File: src/rtl/car_sensor_conditioner.sv
// rtl/car_sensor_conditioner.sv - loop-detector conditioning per lane: sync, debounce, queue count, stuck-loop fault
// Turns raw asynchronous loop signals into clean carA/carB requests for the traffic-light controller.
module car_sensor_conditioner #(
  parameter int DB_CYCLES    = 4,
  parameter int CW           = 3,
  parameter int STUCK_CYCLES = 64
) (
  input  logic          clk,
  input  logic          rst_n,
  input  logic          sensA_raw,
  input  logic          sensB_raw,
  input  logic [2:0]    lightA,
  input  logic [2:0]    lightB,
  output logic          carA,
  output logic          carB,
  output logic [CW-1:0] cntA,
  output logic [CW-1:0] cntB,
  output logic          faultA,
  output logic          faultB
);

  localparam int DBW = (DB_CYCLES > 2) ? $clog2(DB_CYCLES) : 1;
  localparam int SKW = $clog2(STUCK_CYCLES);
  localparam logic [DBW-1:0] DB_MAX   = DBW'(DB_CYCLES - 1);
  localparam logic [SKW-1:0] STK_MAX  = SKW'(STUCK_CYCLES - 1);
  localparam logic [SKW-1:0] STK_PRE  = SKW'(STUCK_CYCLES - 2);
  localparam logic [CW-1:0]  CNT_MAX  = '1;
  localparam logic [2:0]     LT_GREEN  = 3'b001;
  localparam logic [2:0]     LT_YELLOW = 3'b010;

  for (genvar l = 0; l < 2; l++) begin : g_lane
    logic           w_raw;
    logic [2:0]     w_light;
    logic           w_rise;
    logic           w_fall;
    logic           w_served;
    logic           r_s1;
    logic           r_s2;
    logic           r_deb;
    logic           r_deb_d;
    logic           r_fault;
    logic [DBW-1:0] r_dbc;
    logic [SKW-1:0] r_stk;
    logic [CW-1:0]  r_cnt;

    assign w_raw    = (l == 0) ? sensA_raw : sensB_raw;
    assign w_light  = (l == 0) ? lightA : lightB;
    assign w_rise   = r_deb & ~r_deb_d;
    assign w_fall   = ~r_deb & r_deb_d;
    // Anything other than a clean GREEN/YELLOW is treated as RED: no departure.
    assign w_served = (w_light == LT_GREEN) || (w_light == LT_YELLOW);

    always_ff @(posedge clk or negedge rst_n) begin
      if (!rst_n) begin
        r_s1    <= 1'b0;
        r_s2    <= 1'b0;
        r_deb   <= 1'b0;
        r_deb_d <= 1'b0;
        r_dbc   <= '0;
      end else begin
        r_s1    <= w_raw;
        r_s2    <= r_s1;
        r_deb_d <= r_deb;
        if (r_s2 == r_deb) begin
          r_dbc <= '0;
        end else if (r_dbc == DB_MAX) begin
          r_deb <= r_s2;
          r_dbc <= '0;
        end else begin
          r_dbc <= r_dbc + 1'b1;
        end
      end
    end

    // Fault is raised on the same edge the stuck counter reaches its terminal value.
    always_ff @(posedge clk or negedge rst_n) begin
      if (!rst_n) begin
        r_stk   <= '0;
        r_fault <= 1'b0;
      end else if (!r_deb) begin
        r_stk   <= '0;
        r_fault <= 1'b0;
      end else if (r_stk != STK_MAX) begin
        r_stk <= r_stk + 1'b1;
        if (r_stk == STK_PRE) begin
          r_fault <= 1'b1;
        end
      end
    end

    always_ff @(posedge clk or negedge rst_n) begin
      if (!rst_n) begin
        r_cnt <= '0;
      end else if (!r_fault) begin
        if (w_rise && (r_cnt != CNT_MAX)) begin
          r_cnt <= r_cnt + 1'b1;
        end else if (w_fall && w_served && (r_cnt != '0)) begin
          r_cnt <= r_cnt - 1'b1;
        end
      end
    end
  end

  assign cntA   = g_lane[0].r_cnt;
  assign cntB   = g_lane[1].r_cnt;
  assign faultA = g_lane[0].r_fault;
  assign faultB = g_lane[1].r_fault;
  assign carA   = (cntA != '0) | faultA;
  assign carB   = (cntB != '0) | faultB;

endmodule

File: config.mk
export PLATFORM = sky130hd
export DESIGN_NAME = car_sensor_conditioner
export DESIGN_NICKNAME = d
export VERILOG_FILES = /design/src/rtl/car_sensor_conditioner.sv
export SDC_FILE = /design/constraint.sdc
export NUM_CORES = 1
export LEC_CHECK = 0
export CAP_MARGIN = 30
export CORE_MARGIN = 2
export CORE_UTILIZATION = 56
export CTS_CLUSTER_SIZE = 14
export DETAILED_ROUTE_END_ITERATION = 12
export DONT_BUFFER_PORTS = 1
export GPL_TIMING_DRIVEN = 0
export HOLD_SLACK_MARGIN = 0.06
export PLACE_DENSITY_LB_ADDON = 0.25
export SYNTH_ARGS = -nofsm -noshare
export SYNTH_HDL_FRONTEND = slang
export SYNTH_SLANG_ARGS = --single-unit
File: constraint.sdc
create_clock -name clk -period 1.8 [get_ports clk]
set_input_delay 0.18 -clock clk [delete_from_list [all_inputs] [get_ports clk]]
set_output_delay 0.18 -clock clk [all_outputs]
set_load 0.03 [all_outputs]
==> results of run 1 <==
## per-layer routing
metal | GRT usage, % | vias to the layer above | share of wire, %
li1 | - | 531 | -
met1 | 23.9 | 544 | 45
met2 | 31.5 | 27 | 48
met3 | 6.25 | 4 | 5.0
met4 | 6.31 | 0 | 1.2
met5 | 0 | - | 0
## registers in the layout, summed over array words and instances (netlist names)
name	count
cntA	3
cntB	3
faultA	1
faultB	1
g_lane.r_dbc	4
g_lane.r_deb	2
g_lane.r_deb_d	2
g_lane.r_s1	2
g_lane.r_s2	2
g_lane.r_stk	12
## per-stage QoR
stage / hold WS (ns) / std cells / power (mW) / TNS (ns) / util (%)
6_report: 0.199 / 186 / 2.88 / 0 / 65.9
3_3_place_gp: -0.115 / 171 / 2.28 / -0.0793 / 60.3
3_5_place_dp: -0.115 / 171 / 2.35 / -0.146 / 60.3
2_1_floorplan: -0.116 / 140 / 2.14 / 0 / -
4_1_cts: 0.198 / 185 / 2.87 / -0.0125 / 65.3
5_1_grt: 0.217 / 186 / 3.11 / -0.0843 / 65.9
## cells by family (layout without fill, tap and decap cells)
group / Yosys count / count (layout) / share of synthesized area (%)
simple gates: 58 / 58 / 22.8
compound gates: 24 / 24 / 10.9
mux: 4 / 4 / 3.01
flops: 32 / 32 / 49.4
buf+inv: 4 / 19 / 1.47
xor+xnor: 10 / 10 / 5.40
fa+ha+maj: 8 / 8 / 7.10
## power by group through the flow
stage	Combinational (mW)	Clock, mW	Sequential (mW)
4_1_cts	1.08	0.435	1.35
2_1_floorplan	0.848	0	1.29
5_1_grt	1.25	0.456	1.40
3_5_place_dp	0.994	0	1.35
6_report	1.11	0.421	1.35
3_3_place_gp	0.940	0	1.34
## final timing paths
path / startpoint / endpoint / slack, ns / depth (start not counted)
max: cntB[0] / cntB[2] / 0.01 / 6
min: lightA[2] / cntA[0] / 0.20 / 4
max reg2reg: cntB[0] / cntB[2] / 0.01 / 6
min reg2reg: g_lane[1].r_s1 / g_lane[1].r_s2 / 0.36 / 0
max in group asynchronous: rst_n / cntA[2] / 1.32 / 2
min in group asynchronous: rst_n / faultB / 0.30 / 2
## worst min-delay path, cell delays in order
cell,delay (ns)
sky130_fd_sc_hd__nor3b_2,0.03
sky130_fd_sc_hd__nand3_2,0.07
sky130_fd_sc_hd__a21oi_2,0.07
sky130_fd_sc_hd__xor2_1,0.14
## cell usage in the layout (no fill, tap or decap), drive strengths merged, types with 3 or more instances in the layout
master	count
a21oi	5
xor2	6
clkbuf	8
ha	6
dfrtp	32
nor3b	7
o21ai	3
dlygate4sd3	3
nor2b	3
a31oi	6
nand3	9
buf	6
and2	4
xnor2	4
mux2	4
nor2	8
nand2	9
## cell type report
class | count | share of cell area (%)
clock buffers | 8 | 3.23
multi-input cells | 104 | 44.9
plain buffers | 2 | 0.895
inverters | 2 | 0.413
well taps | 31 | 2.13
repair buffers | 7 | 3.99
flip-flops and latches | 32 | 44.5
## what timing repair did
action,CTS,global route
setup endpoints to repair,3,2
hold buffers,4,0
pin swaps,1,2
endpoints found under the hold margin,34,0
gates resized for setup,6,3
setup buffers,2,1
==> Implementation_results.wiki, run 1 <==
{| class="wikitable"
! Metric !! Value
|-
| Buffer depth of the longest clock path || 2
|-
| Number of placed I/O pins || 20
|-
| Cell family with most CP delay || flip-flops
|-
| Ys flop type || sky130_fd_sc_hd__dfrtp_1
|-
| Synthesis-to-layout area growth || 12.1%
|-
| CP cell instances || nand3_2 -> nand2_2 -> fa_2 -> and4_1 -> a2111oi_2 -> o32a_1
|-
| P_sw || 1.15 mW
|-
| Final critical delay including setup and external delays || about 1.8 ns
|-
| Antenna diodes || 0
|-
| Buffering stage count on the worst path with inverters included || 0
|-
| Syn_area_per_cell || ~12 um2
|-
| Storage cell area || about 800 um2
|-
| Worst Tran Pin Value || between 0.4 and 0.5 ns
|-
| Sw frac || between 30 and 40%
|-
| Proportion of synthesized chip area in sequential cells || 49.4%
|-
| Via total after detailed routing || between 1k and 1.5k
|-
| Clock tree root driver cell || sky130_fd_sc_hd__clkbuf_4
|-
| Fraction of power consumed by combinational cells || 38.5%
|-
| Fill cells || roughly 210
|-
| Chip width || roughly 58 um
|-
| Maximum number of pins on one net before global-route repair || 33
|-
| Worst rel slew slack || ~72%
|-
| RSZ-0062 raised after global routing || yes
|-
| Sequential share of power || between 40% and 50%
|-
| Outcome || finished, final reports clean
|-
| DIE AREA || 0.00334 mm2
|-
| Min-Delay Path Class || input port to flop
|-
| Number of hold violations in the final report || 0
|-
| Latest clock arrival within the worst-skew pair || about 0.33 ns
|-
| Clk network pwr share || roughly 15%
|-
| Post-place instance area || between 0.0015 and 0.002 mm2
|-
| Worst setup slack before clock tree synthesis || -0.102 ns
|-
| Most numerous cell types in the synthesized netlist || sky130_fd_sc_hd__dfrtp_1 (32), sky130_fd_sc_hd__nand2_1 (9), sky130_fd_sc_hd__nand3_1 (8), sky130_fd_sc_hd__nor2_1 (8)
|-
| TritonRoute pass-1 iters || 4
|-
| First-pass GRT wire length || between 4000 and 5000 um
|-
| Area of the multi-input gates || between 800 and 900 um2
|-
| I/O Buffers || 0
|-
| Number of standard-cell rows in the floorplan || 19
|-
| Crit-path max cell delay || 0.54 ns
|-
| Global placer's final weighted congestion || ~0.8
|-
| Max stage delay cell, worst path || sky130_fd_sc_hd__dfrtp_2
|-
| Clock-pin slew reported for the worst setup and hold paths after clock tree synthesis || 0.09 ns
|-
| Pwr dens || approximately 1600 mW/mm2
|-
| Synthesis Warnings || 0
|-
| Cell count after synthesis || 140
|-
| Crit path capture type || flop
|-
| Die Ht || between 50 and 60 um
|-
| NumNets Final || roughly 170
|-
| Data arrival time of the worst path || 2.06 ns
|-
| Fraction of post-synthesis cell area in the top cell type by area || about half
|-
| EDFF count, synth || 0
|-
| Number of nets still failing antenna checks after routing || 0
|-
| Slew Viols, Final || 0
|-
| Number of global-route vias before repair || about 1.1k
|-
| Crit path max fanout || 8
|-
| Net count after synthesis || around 160
|-
| Drt wl/cell || between 10 and 15 um
|-
| Residual DRC || 0
|-
| Worst Setup Path Type || flop to flop
|-
| Total routing resource utilization after global routing || between 10% and 20%
|-
| CP startpoint kind || flop
|-
| CTS tree || built
|-
| Floorplan core area || 0.00276 mm2
|-
| Avg Vias per Cell || 5.95
|-
| Asr flop ratio synth || 100%
|-
| TritonCTS buffer count || 5
|-
| Number of antenna violations at the first check in global routing || 0
|-
| Final setup violating endpoints || 0
|-
| Number of DRC violations after detailed-routing iteration 0 || 82
|-
| Int Pwr || 1.73 mW
|-
| Worst clock skew on the final layout || about 0.011 ns
|-
| Share of the clock period used by the worst path || 99.4%
|-
| Worst Slack Setup Final || 0.0114 ns
|-
| Cell variety after synth || between 40 and 50
|-
| Leading post-synthesis cells by cell area || sky130_fd_sc_hd__dfrtp_1 (49%), sky130_fd_sc_hd__ha_1 (4.6%), sky130_fd_sc_hd__xor2_1 (3.2%)
|-
| Depth of the CTS H-tree || 2
|-
| Initial standard-cell utilization of the core || about three fifths
|-
| Lkg Pwr || approximately 0.8 nW
|-
| Hpwl dp || roughly 1900 um
|-
| Most numerous cell in the Yosys netlist || sky130_fd_sc_hd__dfrtp_1
|-
| Upper clock frequency limit || roughly 0.56 GHz
|-
| Largest voltage drop on the vdd net || roughly 0.0014 V
|-
| Final Instance Area || ~0.0018 mm2
|-
| Total congestion overflow after global routing || 0
|-
| Cell area after technology mapping || between 0.0015 and 0.002 mm2
|-
| Num Clock Sinks || 32
|-
| Number of max-capacitance violations reported || 0
|-
| Share of cells above drive strength 1 || between 20% and 30%
|-
| Flip-flop and latch count after synthesis || 32
|-
| Required arrival time at the worst endpoint || ~2.1 ns
|-
| Cell type with the highest aggregate area in the netlist || sky130_fd_sc_hd__dfrtp_1
|-
| Aggregate routed wire length || 2760 um
|}
Note: power is estimated with default switching activity, not from simulation.
==> run 2, diff against run 1 <==
--- a/config.mk
+++ b/config.mk
@@ -5,7 +5,8 @@
 export SDC_FILE = /design/constraint.sdc
 export NUM_CORES = 1
 export LEC_CHECK = 0
-export CAP_MARGIN = 30
+export CAP_MARGIN = 20
+export CORE_ASPECT_RATIO = 0.75
 export CORE_MARGIN = 2
 export CORE_UTILIZATION = 56
 export CTS_CLUSTER_SIZE = 14
==> run 2 against run 1 <==
The run now ends with negative setup slack left; fmax shrank 1.5%; utilization up 4.2 points; worst hold slack gained 0.030 ns; register-to-register slack lost 0.03 ns; sequential cell count is the same; final area is 3.5% higher; largest power group unchanged; sequential power about the same.
==> Implementation_results.wiki, run 2 (synthesized netlist as in run 1, its figures left out) <==
{| class="wikitable"
! Metric !! Value
|-
| TritonCTS buffer count || 5
|-
| Lkg Pwr || ~0.82 nW
|-
| DIE AREA || around 0.0033 mm2
|-
| Depth of the CTS H-tree || 2
|-
| Worst Setup Path Type || flop to flop
|-
| Worst rel slew slack || between 70% and 80%
|-
| Register name with the most flops || g_lane.r_stk
|-
| Largest voltage drop on the vdd net || ~0.00095 V
|-
| TritonRoute pass-1 iters || 4
|-
| Launching instance or port of the critical path || g_lane[1].r_deb
|-
| Clock tree root driver cell || sky130_fd_sc_hd__clkbuf_8
|-
| Most frequent standard cell in the layout excluding fill and tap cells || sky130_fd_sc_hd__dfrtp_1
|-
| Synthesis-to-layout area growth || 16.0%
|-
| Final setup violating endpoints || 1
|-
| Required arrival time at the worst endpoint || 1.97 ns
|-
| Latest clock arrival within the worst-skew pair || about 0.28 ns
|-
| Number of global-route vias before repair || between 1k and 1.5k
|-
| Cell family with most CP delay || simple AND/OR/NAND/NOR gates
|-
| P_sw || between 1 and 1.5 mW
|-
| RR Startpoint || g_lane[1].r_deb
|-
| Largest registers || g_lane.r_stk: 12 flops, g_lane.r_dbc: 4 flops
|-
| NumNets Final || about 170
|-
| Final critical delay including setup and external delays || around 1.8 ns
|-
| Number of max-capacitance violations reported || 0
|-
| Avg Vias per Cell || 5.86
|-
| Number of flip-flops in the largest register || 12
|-
| I/O Buffers || 0
|-
| Chip width || between 60 and 70 um
|-
| Global placer's final weighted congestion || just over 0.8
|-
| Register-to-register setup slack || -0.02 ns
|-
| Num Clock Sinks || 32
|-
| Crit path max fanout || 5
|-
| Buffering stage count on the worst path with inverters included || 0
|-
| Floorplan core area || about 0.0027 mm2
|-
| Buffer depth of the longest clock path || 2
|-
| Tot Pwr || around 3.1 mW
|-
| RSZ-0062 raised after global routing || yes
|-
| Number of hold violations in the final report || 0
|-
| Worst clock skew on the final layout || 0.00761 ns
|-
| Hold path startpoint || lightA[2]
|-
| Slew Viols, Final || 0
|-
| Die Ht || around 51 um
|-
| Number of standard-cell rows in the floorplan || 16
|-
| Drt wl/cell || 15.2 um
|-
| First-pass GRT wire length || slightly below 5000 um
|-
| Sequential share of power || between 40% and 50%
|-
| Pwr dens || 1660 mW/mm2
|-
| Number of nets still failing antenna checks after routing || 0
|-
| Min-Delay Path Class || input port to flop
|-
| Clock-pin slew reported for the worst setup and hold paths after clock tree synthesis || roughly 0.07 ns
|-
| Number of antenna violations at the first check in global routing || 0
|-
| Commonest cells after routing, fill and taps aside || sky130_fd_sc_hd__dfrtp_1 (26), sky130_fd_sc_hd__nor2_1 (8), sky130_fd_sc_hd__nand2_1 (8)
|-
| CP startpoint kind || flop
|-
| Total congestion overflow after global routing || 0
|-
| CTS tree || built
|-
| Maximum number of pins on one net before global-route repair || 33
|-
| Residual DRC || 0
|-
| Worst setup slack before clock tree synthesis || -0.111 ns
|-
| Number of DRC violations after detailed-routing iteration 0 || 39
|-
| Antenna diodes || 0
|-
| Outcome || finished, violations left
|-
| Sw frac || roughly two fifths
|-
| Violations in the final reports || negative setup slack
|-
| Crit-path max cell delay || 0.38 ns
|-
| Worst Slack Setup Final || -0.0165 ns
|-
| CP cell instances || nor2b_4 -> nand2_2 -> fa_2 -> or2b_1 -> a21oi_2 -> a2111oi_4 -> o32a_1
|-
| Max stage delay cell, worst path || sky130_fd_sc_hd__dfrtp_1
|-
| Aggregate routed wire length || ~2900 um
|-
| Number of placed I/O pins || 20
|-
| Upper clock frequency limit || approximately 0.55 GHz
|-
| Hpwl dp || between 1500 and 2000 um
|-
| Share of cells above drive strength 1 || 26.5%
|-
| Data arrival time of the worst path || approximately 2 ns
|-
| Share of the clock period used by the worst path || 101%
|-
| Int Pwr || around 1.9 mW
|-
| Crit path capture type || flop
|-
| Clk network pwr share || between 10% and 20%
|-
| Initial standard-cell utilization of the core || around 60%
|-
| Fraction of power consumed by combinational cells || 37.8%
|-
| Via total after detailed routing || approximately 1.1k
|-
| Total routing resource utilization after global routing || between 10% and 20%
|-
| Worst Tran Pin Value || 0.448 ns
|}
==> run 2: routing by layer <==
metal	global-route usage [%]	share of wire, %	wire [um]	vias to the layer above
met5	0	0	0	-
met1	25.4	46	1330	555
met3	4.93	4.7	138	5
li1	-	-	-	532
met4	10.2	1.7	48	0
met2	30.8	48	1390	27
==> run 2: power groups by stage <==
stage	registers [mW]	clock network (mW)	logic (mW)
6_report	1.37	0.569	1.18
5_1_grt	1.42	0.606	1.32
4_1_cts	1.37	0.578	1.06
3_5_place_dp	1.36	0	1.01
3_3_place_gp	1.34	0	0.947
2_1_floorplan	1.29	0	0.848
==> run 2: repair_timing <==
action | CTS | global route
pin swaps | 0 | 5
setup buffers | 0 | 3
hold buffers | 4 | 0
endpoints found under the setup margin | 4 | 3
hold endpoints to repair | 34 | 0
resized for setup | 7 | 6
==> run 2: cell type report <==
type / instances / area (um2)
Buffer: 2 / 16.3
Clock buffer: 6 / 82.6
Clock inverter: 2 / 10.0
Fill cell: 189 / 801
Inverter: 2 / 7.51
Multi-Input combinational cell: 104 / 840
Sequential cell: 32 / 808
Tap cell: 36 / 45.0
Timing Repair Buffer: 7 / 72.6
==> run 2: worst min-delay path, delay by kind of cell <==
kind	cells	cell delay (ns)
AOI/OAI and AO/OA	1	0.07
and+or+nand+nor	2	0.10
xor gates and xnor gates	1	0.12
==> run 2: through the flow <==
stage | cells | setup TNS [ns] | utilization, % | hold slack (ns) | area, um2
after floorplan | 140 | 0 | - | -0.116 | 1630
after global placement | 176 | -0.0926 | 62.3 | -0.115 | 1670
after detailed placement | 176 | -0.200 | 62.3 | -0.115 | 1670
after CTS | 188 | -0.0457 | 68.3 | 0.232 | 1830
after global routing | 191 | -0.162 | 70.1 | 0.251 | 1880
final | 191 | -0.0165 | 70.1 | 0.229 | 1880
==> run 2: worst paths after layout <==
check | endpoint | cells after the start
max | cntB[2] | 7
min | cntA[0] | 4
max reg2reg | cntB[2] | 7
min reg2reg | g_lane[1].r_s2 | 0
max in group asynchronous | cntA[2] | 2
min in group asynchronous | g_lane[1].r_deb_d | 2
==> run 3, diff against run 2 <==
--- a/config.mk
+++ b/config.mk
@@ -7,7 +7,7 @@
 export LEC_CHECK = 0
 export CAP_MARGIN = 20
 export CORE_ASPECT_RATIO = 0.75
-export CORE_MARGIN = 2
+export CORE_MARGIN = 4
 export CORE_UTILIZATION = 56
 export CTS_CLUSTER_SIZE = 14
 export DETAILED_ROUTE_END_ITERATION = 12
==> constraint.sdc (replaced) <==
create_clock -name clk -period 1.8 [get_ports clk]
set_input_delay 0.27 -clock clk [delete_from_list [all_inputs] [get_ports clk]]
set_output_delay 0.27 -clock clk [all_outputs]
set_load 0.03 [all_outputs]
==> run 3 against run 2 <==
Largest power group unchanged; worst hold slack better by 0.11 ns; via count is 1.4% lower; clock skew is 0.0020 ns lower; non-clock buffer count is 1 lower; final area is 0.40% lower; sequential cell count stayed put; largest cell class unchanged; the run still ends with negative setup slack left; sequential share of layout area is 0.17 points higher; cell count is 0.52% lower; wire length is 1.9% higher; highest routed layer unchanged.
==> Implementation_results.wiki, run 3 (synthesized netlist as in run 1, its figures left out) <==
{| class="wikitable"
! Metric !! Value
|-
| Worst Tran Pin Value || 0.448 ns
|-
| Number of max-capacitance violations reported || 0
|-
| Aggregate routed wire length || between 2000 and 3000 um
|-
| Number of placed I/O pins || 20
|-
| Crit path max fanout || 8
|-
| Number of antenna violations at the first check in global routing || 0
|-
| Fill cells || 201
|-
| Register name with the most flops || g_lane.r_stk
|-
| Final core occ || 69.9%
|-
| CTS tree || built
|-
| Number of global-route vias before repair || 1118
|-
| Clock-pin slew reported for the worst setup and hold paths after clock tree synthesis || approximately 0.070 ns
|-
| Largest registers || g_lane.r_stk: 12 flops, g_lane.r_dbc: 4 flops
|-
| Global placer's final weighted congestion || 0.818
|-
| Drt wl/cell || around 16 um
|-
| Number of nets still failing antenna checks after routing || 0
|-
| Met2 WL post-DR || 1420 um
|-
| Slew Viols, Final || 0
|-
| Synthesis-to-layout area growth || 15.6%
|-
| Worst clock skew on the final layout || between 0.005 and 0.006 ns
|-
| Pwr dens || 1660 mW/mm2
|-
| Residual DRC || 0
|-
| Maximum number of pins on one net before global-route repair || 33
|-
| CP startpoint kind || flop
|-
| Depth of the CTS H-tree || 2
|-
| Total congestion overflow after global routing || 0
|-
| RSZ-0062 raised after global routing || yes
|-
| Register-to-register setup slack || -0.06 ns
|-
| Tot Pwr || between 3 and 4 mW
|-
| Upper clock frequency limit || around 0.54 GHz
|-
| Min-Delay Path Class || input port to flop
|-
| Initial standard-cell utilization of the core || 60.4%
|-
| Number of flip-flops in the largest register || 12
|-
| Floorplan core area || 0.00268 mm2
|-
| Top layer used by detailed routing || met4
|-
| Total routing resource utilization after global routing || between 10% and 20%
|-
| Antenna diodes || 0
|-
| Final setup violating endpoints || 1
|-
| Worst rel slew slack || between 70% and 80%
|-
| Worst Setup Path Type || flop to flop
|-
| Num Clock Sinks || 32
|-
| Worst Slack Setup Final || -0.0577 ns
|-
| DIE AREA || around 0.0038 mm2
|-
| Clock tree root driver cell || sky130_fd_sc_hd__clkbuf_8
|-
| Number of standard-cell rows in the floorplan || 16
|-
| Largest voltage drop on the vdd net || roughly 0.00083 V
|-
| Via total after detailed routing || 1103
|-
| Violations in the final reports || negative setup slack
|-
| Outcome || finished, violations left
|-
| Total Negative Setup Slacks || -0.0577 ns
|-
| Met1 Routed Length || between 1000 and 1500 um
|-
| Share of cells above drive strength 1 || 26.0%
|-
| Data arrival time of the worst path || between 2 and 2.5 ns
|-
| Final critical delay including setup and external delays || around 1.9 ns
|-
| First-pass GRT wire length || approximately 5300 um
|-
| Latest clock arrival within the worst-skew pair || 0.28 ns
|-
| Met3 Wirelength || about 110 um
|-
| Final Hold Slack || around 0.34 ns
|-
| Buffer depth of the longest clock path || 2
|-
| Inst Count DP || roughly 180
|-
| Avg Vias per Cell || roughly 5.8
|-
| Most frequent standard cell in the layout excluding fill and tap cells || sky130_fd_sc_hd__dfrtp_1
|-
| TritonRoute pass-1 iters || 4
|-
| Share of the clock period used by the worst path || 103%
|-
| Commonest cells after routing, fill and taps aside || sky130_fd_sc_hd__dfrtp_1 (26), sky130_fd_sc_hd__nor2_1 (8), sky130_fd_sc_hd__nand2_1 (8)
|-
| Required arrival time at the worst endpoint || ~2.0 ns
|-
| TritonCTS buffer count || 5
|-
| Count of non-filler cells in the finished layout || between 150 and 200
|-
| Number of DRC violations after detailed-routing iteration 0 || 95
|-
| Die Ht || approximately 55 um
|-
| Lkg Pwr || between 0.8 and 0.9 nW
|-
| Chip width || approximately 70 um
|-
| I/O Buffers || 0
|-
| Number of hold violations in the final report || 0
|-
| Crit path capture type || flop
|-
| Hpwl dp || 1970 um
|-
| NumNets Final || 171
|}
## run 3: cell count changes in the layout (fill, tap and decap cells not counted)
| cell | change |
|---|---|
| sky130_fd_sc_hd__buf_4 | -1 |
## run 3: metrics by stage
step	instance area (um2)	worst slack, ns
2_1_floorplan	1630	0.00715
3_3_place_gp	1670	-0.0927
3_5_place_dp	1670	-0.140
4_1_cts	1830	-0.0649
5_1_grt	1870	-0.137
6_report	1870	-0.0577
## run 3: final timing paths
path,from,to,cells past startpoint
max,cntB[0],cntB[2],6
min,lightA[2],cntA[0],4
max reg2reg,cntB[0],cntB[2],6
min reg2reg,g_lane[1].r_s1,g_lane[1].r_s2,0
max in group asynchronous,rst_n,cntA[2],2
min in group asynchronous,rst_n,cntB[1],2
## run 3: final cells by class
type	count	area (um2)	area share (%)
Clock inverter	2	10.0	0.534
Sequential cell	32	808	43.1
Inverter	2	7.51	0.401
Tap cell	36	45.0	2.40
Buffer	2	16.3	0.868
Timing Repair Buffer	6	65.1	3.47
Clock buffer	6	82.6	4.41
Multi-Input combinational cell	104	840	44.8
## run 3: where the power goes
part | switching, mW | total (mW) | internal, mW
registers | 0.433 | 1.38 | 0.943
clock network | 0.253 | 0.558 | 0.305
logic | 0.549 | 1.18 | 0.632
total | 1.23 | 3.11 | 1.88
## run 3: timing repair
item,4_1_cts,5_1_grt
hold buffers,4,0
pin swaps,0,4
buffers inserted,0,2
gates resized for setup,6,7
setup endpoints to repair,3,3
endpoints found under the hold margin,34,0
## run 3: per-layer routing
layer | GRT usage [%] | vias up
met5 | 0 | -
met3 | 5.14 | 4
met1 | 22.9 | 553
met2 | 30.9 | 16
met4 | 6.69 | 0
li1 | - | 530
## run 3: critical path: stages, from the launching register on
cell	delay, ns
sky130_fd_sc_hd__dfrtp_2	0.54
sky130_fd_sc_hd__nand3_2	0.13
sky130_fd_sc_hd__nand2_2	0.06
sky130_fd_sc_hd__fa_2	0.38
sky130_fd_sc_hd__and4_4	0.19
sky130_fd_sc_hd__a2111oi_4	0.32
sky130_fd_sc_hd__o32a_1	0.18
